[config.mk]
export PLATFORM = sky130hd
export DESIGN_NAME = jt12_slotreg
export DESIGN_NICKNAME = d
export VERILOG_FILES = /design/src/rtl/jt12_slotreg.sv
export SDC_FILE = /design/constraint.sdc
export NUM_CORES = 2
export LEC_CHECK = 0
export CAP_MARGIN = 20
export CORE_MARGIN = 2
export CORE_UTILIZATION = 45
export DETAILED_ROUTE_END_ITERATION = 10
export PLACE_DENSITY = 0.61
export SKIP_LAST_GASP = 1
export SYNTH_ARGS = -nofsm -noshare
export SYNTH_HDL_FRONTEND = slang
export SYNTH_SLANG_ARGS = --single-unit
[constraint.sdc]
create_clock -name clk -period 47.5 [get_ports clk]
set_input_delay 9.5 -clock clk [delete_from_list [all_inputs] [get_ports clk]]
set_output_delay 9.5 -clock clk [all_outputs]
set_load 0.02 [all_outputs]
[src/rtl/jt12_slotreg.sv]
// jt12_slotreg: time-slot register file for FM operator/channel words with a one-entry write
// buffer committed when its slot comes round. Readback port enabled by JT12_SLOTREG_RDBACK_EN.
module jt12_slotreg #(
   parameter int unsigned NUM_CH  = 6,
   parameter int unsigned NUM_OP  = 4,
   parameter int unsigned OPREG_W = 44,
   parameter int unsigned CHREG_W = 27,
   parameter logic [OPREG_W-1:0] OP_RSTVAL = '0,
   parameter logic [CHREG_W-1:0] CH_RSTVAL = '0,
   localparam int unsigned CHW = $clog2(NUM_CH),
   localparam int unsigned OPW = $clog2(NUM_OP)
) (
   input  logic               clk,
   input  logic               rst,
   input  logic               clk_en,
   input  logic               wr_valid,
   output logic               wr_ready,
   input  logic               wr_is_ch,
   input  logic [CHW-1:0]     wr_ch,
   input  logic [OPW-1:0]     wr_op,
   input  logic [OPREG_W-1:0] wr_mask,
   input  logic [OPREG_W-1:0] wr_data,
   output logic               wr_err,
   output logic [CHW-1:0]     cur_ch,
   output logic [OPW-1:0]     cur_op,
   output logic               zero,
   output logic [OPREG_W-1:0] op_q,
   output logic [CHREG_W-1:0] ch_q,
   input  logic               rd_req,
   input  logic               rd_is_ch,
   input  logic [CHW-1:0]     rd_ch,
   input  logic [OPW-1:0]     rd_op,
   output logic               rd_busy,
   output logic               rd_dv,
   output logic [OPREG_W-1:0] rd_data
);

   localparam int unsigned NSLOT = NUM_CH * NUM_OP;
   localparam int unsigned SW    = $clog2(NSLOT);
   localparam logic [CHW-1:0] LAST_CH   = CHW'(NUM_CH - 1);
   localparam logic [OPW-1:0] LAST_OP   = OPW'(NUM_OP - 1);
   localparam logic [SW-1:0]  LAST_SLOT = SW'(NSLOT - 1);

   logic [CHW-1:0] cnt_ch_q, cnt_ch_d;
   logic [OPW-1:0] cnt_op_q, cnt_op_d;
   logic [SW-1:0]  slot_q, slot_d;
   logic           zero_q;

   // Channel is the inner loop; slot_q tracks cnt_op*NUM_CH+cnt_ch directly
   always_comb begin
      cnt_ch_d = cnt_ch_q + 1'b1;
      cnt_op_d = cnt_op_q;
      slot_d   = (slot_q == LAST_SLOT) ? '0 : slot_q + 1'b1;
      if (cnt_ch_q == LAST_CH) begin
         cnt_ch_d = '0;
         cnt_op_d = (cnt_op_q == LAST_OP) ? '0 : cnt_op_q + 1'b1;
      end
   end

   always_ff @(posedge clk or posedge rst) begin
      if (rst) begin
         cnt_ch_q <= '0;
         cnt_op_q <= '0;
         slot_q   <= '0;
         zero_q   <= 1'b1;
      end else if (clk_en) begin
         cnt_ch_q <= cnt_ch_d;
         cnt_op_q <= cnt_op_d;
         slot_q   <= slot_d;
         zero_q   <= (slot_d == '0);
      end
   end

   logic               pend_q, pend_is_ch_q, wr_err_q;
   logic [CHW-1:0]     pend_ch_q;
   logic [SW-1:0]      pend_slot_q;
   logic [OPREG_W-1:0] pend_mask_q, pend_data_q;
   logic               wr_acc, wr_bad, commit;
   logic [SW-1:0]      wr_slot;

   assign wr_acc  = wr_valid & ~pend_q;
   assign wr_bad  = (32'(wr_ch) >= NUM_CH) || (!wr_is_ch && (32'(wr_op) >= NUM_OP));
   assign wr_slot = SW'(32'(wr_op) * NUM_CH + 32'(wr_ch));
   assign commit  = clk_en & pend_q &
                    (pend_is_ch_q ? (pend_ch_q == cnt_ch_q) : (pend_slot_q == slot_q));

   // Bad addresses are dropped at the accept edge and only flag wr_err
   always_ff @(posedge clk or posedge rst) begin
      if (rst) begin
         pend_q       <= 1'b0;
         pend_is_ch_q <= 1'b0;
         pend_ch_q    <= '0;
         pend_slot_q  <= '0;
         pend_mask_q  <= '0;
         pend_data_q  <= '0;
         wr_err_q     <= 1'b0;
      end else begin
         wr_err_q <= wr_acc & wr_bad;
         if (commit) begin
            pend_q <= 1'b0;
         end else if (wr_acc && !wr_bad) begin
            pend_q       <= 1'b1;
            pend_is_ch_q <= wr_is_ch;
            pend_ch_q    <= wr_ch;
            pend_slot_q  <= wr_slot;
            pend_mask_q  <= wr_mask;
            pend_data_q  <= wr_data;
         end
      end
   end

   logic [OPREG_W-1:0] op_mem [NSLOT];
   logic [CHREG_W-1:0] ch_mem [NUM_CH];

   always_ff @(posedge clk or posedge rst) begin
      if (rst) begin
         for (int i = 0; i < NSLOT; i++) op_mem[i] <= OP_RSTVAL;
         for (int i = 0; i < NUM_CH; i++) ch_mem[i] <= CH_RSTVAL;
      end else if (commit) begin
         if (pend_is_ch_q) begin
            ch_mem[pend_ch_q] <= (ch_mem[pend_ch_q] & ~pend_mask_q[CHREG_W-1:0]) |
                                 (pend_data_q[CHREG_W-1:0] & pend_mask_q[CHREG_W-1:0]);
         end else begin
            op_mem[pend_slot_q] <= (op_mem[pend_slot_q] & ~pend_mask_q) |
                                   (pend_data_q & pend_mask_q);
         end
      end
   end

   assign wr_ready = ~pend_q;
   assign wr_err   = wr_err_q;
   assign cur_ch   = cnt_ch_q;
   assign cur_op   = cnt_op_q;
   assign zero     = zero_q;
   assign op_q     = op_mem[slot_q];
   assign ch_q     = ch_mem[cnt_ch_q];

`ifdef JT12_SLOTREG_RDBACK_EN
   logic               rd_busy_q, rd_dv_q, rd_is_ch_q;
   logic [CHW-1:0]     rd_ch_q;
   logic [SW-1:0]      rd_slot_q;
   logic [OPREG_W-1:0] rd_data_q;
   logic               rd_bad, rd_hit;

   assign rd_bad = (32'(rd_ch) >= NUM_CH) || (!rd_is_ch && (32'(rd_op) >= NUM_OP));
   assign rd_hit = clk_en & rd_busy_q &
                   (rd_is_ch_q ? (rd_ch_q == cnt_ch_q) : (rd_slot_q == slot_q));

   // Storage reads here see the word before any commit on the same edge
   always_ff @(posedge clk or posedge rst) begin
      if (rst) begin
         rd_busy_q  <= 1'b0;
         rd_dv_q    <= 1'b0;
         rd_is_ch_q <= 1'b0;
         rd_ch_q    <= '0;
         rd_slot_q  <= '0;
         rd_data_q  <= '0;
      end else begin
         rd_dv_q <= 1'b0;
         if (rd_hit) begin
            rd_data_q <= rd_is_ch_q ? OPREG_W'(ch_mem[rd_ch_q]) : op_mem[rd_slot_q];
            rd_dv_q   <= 1'b1;
            rd_busy_q <= 1'b0;
         end else if (rd_req && !rd_busy_q) begin
            if (rd_bad) begin
               rd_data_q <= '0;
               rd_dv_q   <= 1'b1;
            end else begin
               rd_busy_q  <= 1'b1;
               rd_is_ch_q <= rd_is_ch;
               rd_ch_q    <= rd_ch;
               rd_slot_q  <= SW'(32'(rd_op) * NUM_CH + 32'(rd_ch));
            end
         end
      end
   end

   assign rd_busy = rd_busy_q;
   assign rd_dv   = rd_dv_q;
   assign rd_data = rd_data_q;
`else
   logic unused_rd;
   assign unused_rd = ^{rd_req, rd_is_ch, rd_ch, rd_op};
   assign rd_busy   = 1'b0;
   assign rd_dv     = 1'b0;
   assign rd_data   = '0;
`endif

endmodule

==> reports/metrics.yaml <==
cts_setup_buffers: 0
portBuffers: 176
rsz0062_at_grt: "false"
netlist_instances: 5120
cts-root-buf: "clkbuf_16"
min_period_ps: 15870
utilization_pct: 50.9
critPathArrivalTime_ps: 6370
setup_viol: 0
postSynth.asyncResetShare_pct: 100
grtUsageTotal_pct: 27.4
synth_area_leaders: "dfrtp_1 48%, mux2_2 20%, mux4_2 10%, mux2i_1 9.7%, o22ai_1 2.0%"
synth_flop_cell: "dfrtp_1"
dp.cells: 7018
routed_wl_mm: 217
grt_pass1_wl_mm: 320
gp_congestion: 0.799
cts_tree: "built"
crit_type: "reg2out"
fill_cells: 13299
cts_hold_buf: 0
ctsLongestPathBuffers: 3
clock_latency_ps: 800
grt_max_degree: 160
die_w_um: 397
ys_types: 63
r2r_slack_ps: 41810
areaGrowthSynthToFinish_pct: 12.7
cp_common_cell: "buf_4"
fin_setup_tns_ps: 0
start_util_pct: 45.2
mostFrequentLayoutCell: "dfrtp_1"
outcome: "completed"
clkTransAtPathRegs_ps: 60
dp_hpwl_mm: 123
cap_violations: 0
clock_sinks: 1327
finalHoldViolations: 0
synth_top_area_cell: "dfrtp_1"
ys_seq_area_share_pct: 47.7
die_h_um: 397
synth-edff-count: 0
netlist_area_um2: 69600
synth_top_area_share_pct: 47.7
layout-drive-gt1-share_pct: 38.4
worst-path-max-fanout: 66
routedWlPerCell_um: 29.7
syn_avg_cell_area_um2: 13.6
drt_first_pass_iters: 6
post_cts_resized: 0
drtIter0Drc: 4040
required_ps: 38000
antenna_found_initial: 5
drcViolationCount: 0
crit_chain: "buf_4 -> buf_4 -> buf_4 -> mux4_2 -> mux2i_1 -> o21ai_0 -> clkdlybuf4s50_1"
start_kind: "register"
hold_class: "reg2reg"
clock_skew_ps: 31.9
ys_ff_latch: 1327
timing.slew.headroom_pct: 21.8
leakagePower_uw: 0.0362
viasPerCell: 6.25
slew_viol_final: 0
max-vdd-ir-drop_mv: 0.0424
vias: 45614
ant_nets: 0
cellPowerDensity_nw_per_um2: 50.7
die_area_um2: 158000
cp-end-kind: "output pin"
yosysWarnings: 0
grt_pass1_vias: 46146
cp_slowest_cell: "dfrtp_4"
final_cell_mix: "1319 x dfrtp_1, 1254 x mux2_2, 675 x mux2i_1"
fin_nets: 5243
fp-row-count: 144
cts_max_level: 4
overflow: 0
stdcell_count: 7293
cts_buffers: 151
ios: 230
fmax_ghz: 0.0630
period_share_pct: 33.4
core_area_um2: 154000
crit_path_max_incr_delay_ps: 990
tightest_slew_ps: 1170
## kinds of logic (layout without fill, tap and decap cells)
kind of cell / count (synthesis) / after routing / synth area share [%]
other: 1 / 48 / 0.00539
adder cells (fa/ha/maj): 8 / 8 / 0.151
multiplexers: 2273 / 2273 / 40.7
flip-flops: 1327 / 1327 / 47.7
XOR/XNOR: 11 / 11 / 0.139
buffers and inverters: 576 / 658 / 3.50
AO/OA/AOI/OAI: 532 / 532 / 4.87
AND/OR/NAND/NOR: 392 / 392 / 2.92
## layout make-up
type	instances	area (um^2)	area share [%]
Inverter	61	236	0.302
Clock buffer	231	4600	5.86
Multi-Input combinational cell	3262	34400	43.8
Tap cell	2044	2560	3.26
Antenna cell	2	5.00	0.00638
Sequential cell	1327	33200	42.4
Clock inverter	38	382	0.487
Timing Repair Buffer	328	3010	3.84
## synth_stat cells, types with 23 or more instances
library cell and number:
a21oi_1 47, clkbuf_1 327, buf_2 76, o22ai_1 219, mux4_2 314, buf_1 65
nor3_1 29, mux2_2 1254, mux2i_1 675, o21ai_0 104, a22oi_1 28, and2_1 30
a31oi_1 34, nor2b_1 33, a211oi_1 23, nand2_1 36, dfrtp_1 1326, inv_1 61
nor2_1 155, nor4_1 39, buf_4 47, mux2_1 30, o22a_1 44
## registers in the layout, indices dropped and copies added, names as in the netlist
| signal | count |
|---|---|
| ch_mem | 162 |
| cur_ch | 3 |
| cur_op | 2 |
| op_mem | 1056 |
| pend_ch_q | 3 |
| pend_data_q | 44 |
| pend_is_ch_q | 1 |
| pend_mask_q | 44 |
| pend_q | 1 |
| pend_slot_q | 4 |
| slot_q | 5 |
| wr_err | 1 |
| zero | 1 |
## worst paths after layout
| check | start | endpoint | cells after the start |
|---|---|---|---|
| max | slot_q[1] | op_q[40] | 7 |
| min reg2reg | pend_data_q[13] | pend_data_q[13] | 1 |
| max reg2reg | pend_slot_q[1] | op_mem[590] | 9 |
| min | pend_data_q[13] | pend_data_q[13] | 1 |
| max in group asynchronous | rst | op_mem[995] | 8 |
| min in group asynchronous | rst | pend_data_q[0] | 2 |
## per-stage QoR
stage               cell area (um^2)  power [uW]  hold WS, ps  setup slack (ps)
CTS                            78300        3980          507             31620
finish                         78400        3970          503             31630
floorplan                      69700        2310          461               594
global placement               73300        2790          479             32450
global route                   78400        4130          510             31580
detailed placement             73300        2800          494             32480
## power by group
part | switching, uW | leakage, uW | internal [uW]
clock network | 479 | 0.00246 | 693
logic | 819 | 0.0155 | 506
registers | 191 | 0.0182 | 1280
total | 1490 | 0.0362 | 2480
## worst max-delay path: cells and delay by family, from the launching register on
kind,cells,cell delay [ps]
buffers and inverters,4,3380
flip-flops,1,990
AO/OA/AOI/OAI,1,600
multiplexers,2,460
## layer usage
metal	wire length [um]	global-route usage (%)	up-vias
met2	98900	41.9	1588
met4	7510	9.73	2
met5	13	0	-
met1	96200	39.6	24438
met3	14300	4.60	328
li1	-	-	19258
Power figures use the tool's default switching activity.
